## config.mk

```make
export PLATFORM = sky130hd
export DESIGN_NAME = seq_mul_flat
export DESIGN_NICKNAME = d
export VERILOG_FILES = /design/src/rtl/seq_mul_if.sv /design/src/rtl/seq_mul.sv /design/src/flat_wrapper.sv
export SDC_FILE = /design/constraint.sdc
export NUM_CORES = 1
export LEC_CHECK = 0
export BUFFER_PORTS_ARGS = -buffer_cell sky130_fd_sc_hd__buf_2
export CORE_MARGIN = 8
export CORE_UTILIZATION = 45
export DETAILED_ROUTE_END_ITERATION = 8
export PLACE_DENSITY = 0.6
export SLEW_MARGIN = 20
export SYNTH_ARGS = -nofsm -noshare
export SYNTH_HDL_FRONTEND = slang
export SYNTH_SLANG_ARGS = --single-unit
```

## constraint.sdc

```tcl
create_clock -name clk -period 5.08 [get_ports clk]
set_input_delay 0.254 -clock clk [delete_from_list [all_inputs] [get_ports clk]]
set_output_delay 0.254 -clock clk [all_outputs]
set_load 0.005 [all_outputs]
```

## src/rtl/seq_mul_if.sv

```systemverilog
// Operand/result bundle for the sequential multiplier.
// The master issues operands and start; the slave answers with busy/done/out.
interface seq_mul_if #(
  parameter int N_BITS = 32
);
  logic [N_BITS-1:0]   in_a;
  logic [N_BITS-1:0]   in_b;
  logic                signed_mode;
  logic                start;
  logic                busy;
  logic                done;
  logic [2*N_BITS-1:0] out;

  modport master (
    output in_a, in_b, signed_mode, start,
    input  busy, done, out
  );

  modport slave (
    input  in_a, in_b, signed_mode, start,
    output busy, done, out
  );
endinterface

```

## src/rtl/seq_mul.sv

```systemverilog
// Sequential shift-add multiplier, signed or unsigned per operation.
// Operands are reduced to magnitudes on acceptance, the magnitude product is
// built BITS_PER_CYCLE multiplier bits per clock, and the sign is applied in
// one final cycle. Latency from the accepting edge to done is STEPS+1 clocks.
module seq_mul #(
  parameter int N_BITS         = 32,
  parameter int BITS_PER_CYCLE = 1
) (
  input logic    clk,
  input logic    rst,
  seq_mul_if.slave bus
);

  localparam int STEPS = N_BITS / BITS_PER_CYCLE;
  localparam int CW    = $clog2(STEPS + 1);

  typedef enum logic [1:0] {
    IDLE,
    CALC,
    FIX
  } state_t;

  state_t              state;
  state_t              state_nxt;
  logic                busy;

  logic [2*N_BITS-1:0] mcand;
  logic [2*N_BITS-1:0] acc;
  logic [2*N_BITS-1:0] acc_sum;
  logic [2*N_BITS-1:0] out_r;
  logic [N_BITS-1:0]   mplier;
  logic [N_BITS-1:0]   mag_a;
  logic [N_BITS-1:0]   mag_b;
  logic [CW-1:0]       cnt;
  logic                neg;
  logic                done_r;

  assign bus.busy = busy;
  assign bus.done = done_r;
  assign bus.out  = out_r;

  // Operand magnitudes; the most negative value maps to 2^(N-1), which fits unsigned.
  always_comb begin
    mag_a = bus.in_a;
    mag_b = bus.in_b;
    if (bus.signed_mode && bus.in_a[N_BITS-1]) mag_a = ~bus.in_a + 1'b1;
    if (bus.signed_mode && bus.in_b[N_BITS-1]) mag_b = ~bus.in_b + 1'b1;
  end

  // Partial-product sum for the multiplier bits retired this cycle.
  always_comb begin
    acc_sum = acc;
    for (int i = 0; i < BITS_PER_CYCLE; i++) begin
      if (mplier[i]) acc_sum = acc_sum + (mcand << i);
    end
  end

  // State register.
  always_ff @(posedge clk) begin
    if (rst) state <= IDLE;
    else     state <= state_nxt;
  end

  // Next-state logic; starts seen while busy simply fall through unused.
  always_comb begin
    state_nxt = state;
    busy      = (state != IDLE);
    case (state)
      IDLE:    if (bus.start) state_nxt = CALC;
      CALC:    if (cnt == CW'(1)) state_nxt = FIX;
      FIX:     state_nxt = IDLE;
      default: state_nxt = IDLE;
    endcase
  end

  // Datapath: latch on accept, shift-add during CALC, sign-correct and publish in FIX.
  always_ff @(posedge clk) begin
    if (rst) begin
      mcand  <= '0;
      mplier <= '0;
      acc    <= '0;
      cnt    <= '0;
      neg    <= 1'b0;
      out_r  <= '0;
      done_r <= 1'b0;
    end else begin
      done_r <= 1'b0;
      case (state)
        IDLE: begin
          if (bus.start) begin
            mcand  <= {{N_BITS{1'b0}}, mag_a};
            mplier <= mag_b;
            acc    <= '0;
            cnt    <= CW'(STEPS);
            neg    <= bus.signed_mode & (bus.in_a[N_BITS-1] ^ bus.in_b[N_BITS-1]);
          end
        end
        CALC: begin
          acc    <= acc_sum;
          mcand  <= mcand << BITS_PER_CYCLE;
          mplier <= mplier >> BITS_PER_CYCLE;
          cnt    <= cnt - 1'b1;
        end
        FIX: begin
          out_r  <= neg ? (~acc + 1'b1) : acc;
          done_r <= 1'b1;
        end
        default: ;
      endcase
    end
  end

endmodule

```

## src/flat_wrapper.sv

```systemverilog
// flat-port wrapper written by rule: the top's interface ports become plain ports
module seq_mul_flat 
#(
  parameter int N_BITS         = 32,
  parameter int BITS_PER_CYCLE = 1
)
  (clk, rst, bus_in_a, bus_in_b, bus_signed_mode, bus_start, bus_busy, bus_done, bus_out);
  seq_mul_if #(.N_BITS(N_BITS)) bus_i ();
  input logic clk;
  input logic rst;
  input wire logic [$bits(bus_i.in_a)-1:0] bus_in_a;
  input wire logic [$bits(bus_i.in_b)-1:0] bus_in_b;
  input wire logic [$bits(bus_i.signed_mode)-1:0] bus_signed_mode;
  input wire logic [$bits(bus_i.start)-1:0] bus_start;
  output wire logic [$bits(bus_i.busy)-1:0] bus_busy;
  output wire logic [$bits(bus_i.done)-1:0] bus_done;
  output wire logic [$bits(bus_i.out)-1:0] bus_out;
  assign bus_i.in_a = bus_in_a;
  assign bus_i.in_b = bus_in_b;
  assign bus_i.signed_mode = bus_signed_mode;
  assign bus_i.start = bus_start;
  assign bus_busy = bus_i.busy;
  assign bus_done = bus_i.done;
  assign bus_out = bus_i.out;
  seq_mul #(.N_BITS(N_BITS), .BITS_PER_CYCLE(BITS_PER_CYCLE)) u_core (.clk(clk), .rst(rst), .bus(bus_i));
endmodule
```

==> impl_metrics.yaml <==
outcome:
  status: "completed"
setup_path:
  cp.arrival_ps: 4470
  crit_top_cell: "or3_4"
  cp_data_required_time_ps: 5470
  start_kind: "flip-flop"
  worst-path-max-fanout: 8
  max_stage_delay_ps: 530
  crit_slowest_cell: "or4_4"
  crit_path_cell_trace: "nor4_4, nand3b_2, or3_4, or3_4, or4_4, or3_4, or3_4, or4_4, o31ai_4, xor2_1, a211oi_1"
  crit_type: "reg2reg"
  worstSetupEndpointType: "flip-flop"
global_routing:
  grt_util_all_layers: 0.2097
  antenna_found_initial: 1
  grt_max_degree: 94
  overflow: 0
  grt_pass1_vias: 12827
  global_route.usage.met3: 0.02971
  grt_busiest_layer: "met1"
  grt_use_met1: 0.3192
  grt_pass1_wl_um: 67370
  grt_use_met2: 0.3029
floorplanning:
  num_rows: 65
  die_w_um: 194.8
  core_mm2: 0.03156
  die_h_um: 194.8
  die_area_mm2: 0.03794
  start_util: 0.4559
  io_pins: 134
sta:
  setup_viol: 0
  hold_viol_final: 0
  worst_pin_slew_ps: 998.4
  rsz0062_at_grt: "no"
  period_share: 0.8031
  min_period_ps: 4080
  max_freq_ghz: 0.2451
  relSlewSlack: 0.3344
  fin_tns_setup_ps: 0
  finClkSkew_ps: 19.54
  drv_slew: 0
  fin_hold_ws_ps: 30.98
cells_and_area:
  fin_nets: 2044
  diodes: 0
  fin_cells: 2330
  area_delta_synth_final_pct: 12.86
  fin_util: 0.5145
  drive_gt1_frac: 0.1136
  fillers: 3139
detailed_routing:
  wl_um: 41290
  drtAntennaViolNets: 0
  vias: 13449
  wl_per_cell_um: 17.72
  drt-pass1-iter-count: 6
  drtIter0Drc: 723
  viasPerCell: 5.772
  drc: 0
logic_synthesis:
  syn_avg_cell_area_um2: 7.818
  synth-edff-count: 0
  yosysTopAreaCell: "dfxtp_1"
  yosysTopAreaCellShare: 0.3257
  syn_area_mm2: 0.01439
  yosys_warnings: 0
  synthFlopType: "dfxtp_1"
  synth_area_leaders: "dfxtp_1, a21oi_1, xor2_1"
  synth-async-reset-ratio: 0
  syn_nets: 1977
  yosysSeqAreaShare: 0.3257
  synth-seq-cells: 234
  syn_inst: 1840
  synth.distinct_cells: 63
clock_network:
  cts.clk_slew.worst_paths_ps: 60
  postCtsSetupBuffers: 0
  cts.repair.resized: 0
  cts.sinks: 234
  cts-root-buf: "clkbuf_16"
  htreeDepth: 1
  clockBufferDepth: 3
  clkLatencyLatePin_ps: 550
  cts_tree: "done"
  cts_buffers: 28
worst_hold_path:
  min_path_type: "in2reg"
placed_design:
  dp_hpwl_um: 30670
  portBuffers: 133
  place.gp.congestion: 0.9979
  dp_cells: 2277
power_and_ir_drop:
  p_leak_nw: 6.870
  peakVddDrop_mv: 0.2301
  power_density_mw_per_mm2: 274.8
  fin_total_pwr_mw: 4.462
flow_run:
  max_cap_violations: 0
layer usage:
metal	vias to the layer above	routed length, µm
met3	59	2442
li1	6838	-
met4	0	816
met5	-	0
met1	6168	21600
met2	384	16440
power by group:
group,leakage (nW),switching [mW],internal [mW]
clock network,0.444,0.797,1.21
logic,4.53,0.329,0.181
registers,1.90,0.0566,1.89
stage by stage:
step / area, µm² / worst slack, ps
2_1_floorplan: 14390 / 1274
3_3_place_gp: 15280 / 1040
3_5_place_dp: 15280 / 1011
4_1_cts: 16230 / 1004
5_1_grt: 16230 / 764.9
6_report: 16230 / 1000
cell usage in the layout, fill, tap and decap left out, types with 16 or more instances in the layout:
cell and count:
nand2_1 217, xnor2_1 62, nand3_1 57, a22oi_1 88, or3_1 17, and3_1 16, ha_1 68, o21ai_0 75
xor2_1 107, a211oi_1 52, nor3_1 32, clkbuf_16 29, buf_2 132, inv_1 25, a21oi_1 229, dfxtp_1 233
nor2_1 166, o31ai_1 24, a21o_1 42, a22o_1 31
logic make-up (layout without fill, tap and decap cells):
| kind of cell | after synthesis | after routing | share of synthesized area |
|---|---|---|---|
| simple gates | 613 | 613 | 0.1988 |
| xor+xnor | 169 | 169 | 0.1029 |
| mux | 3 | 3 | 0.002174 |
| fa+ha+maj | 69 | 69 | 0.06054 |
| buf+inv | 137 | 225 | 0.03584 |
| flops | 234 | 234 | 0.3256 |
| compound gates | 615 | 615 | 0.2741 |
layout make-up:
class,count,area [µm²],area share
Clock buffer,40,807.0,0.04971
Sequential cell,234,4686,0.2886
Clock inverter,11,122.6,0.007553
Tap cell,402,503.0,0.03098
Inverter,25,93.84,0.005780
Timing Repair Buffer,149,797.0,0.04909
Multi-Input combinational cell,1469,9225,0.5682
sequential cells by signal (all words and copies together), names as in the netlist:
name	count
u_core.cnt	6
u_core.acc	64
u_core.bus.done	1
u_core.state	2
u_core.mplier	32
u_core.bus.out	64
u_core.mcand	64
u_core.neg	1
cells in the mapped netlist, drive strengths merged (14+ instances only):
master / n
dfxtp: 234
a21oi: 229
nand2: 217
nor2: 169
xor2: 107
clkbuf: 98
a22oi: 88
o21ai: 76
ha: 68
xnor2: 62
nand3: 57
a211oi: 52
a21o: 42
nor3: 33
a22o: 31
inv: 25
o31ai: 25
or3: 21
and3: 16
nor4: 16
buf: 14
nor2b: 14
final timing paths:
check / startpoint / end / slack, ps / depth (start not counted)
max: u_core.acc[2] / u_core.bus.out[61] / 1000 / 11
min: bus_in_a[21] / u_core.mcand[21] / 30 / 4
max reg2reg: u_core.acc[2] / u_core.bus.out[61] / 1000 / 11
min reg2reg: u_core.bus.out[50] / u_core.bus.out[50] / 440 / 2
critical path, delay by kind of cell (launching register included):
kind | cells | cell delay (ps)
compound gates | 2 | 270
xor+xnor | 1 | 160
flops | 1 | 400
simple gates | 8 | 3110
what timing repair did:
action / CTS / global route
hold buffers: 2 / 0
endpoints found under the hold margin: 2 / 0
setup endpoints to repair: 0 / 0
Power figures use the tool's default switching activity.
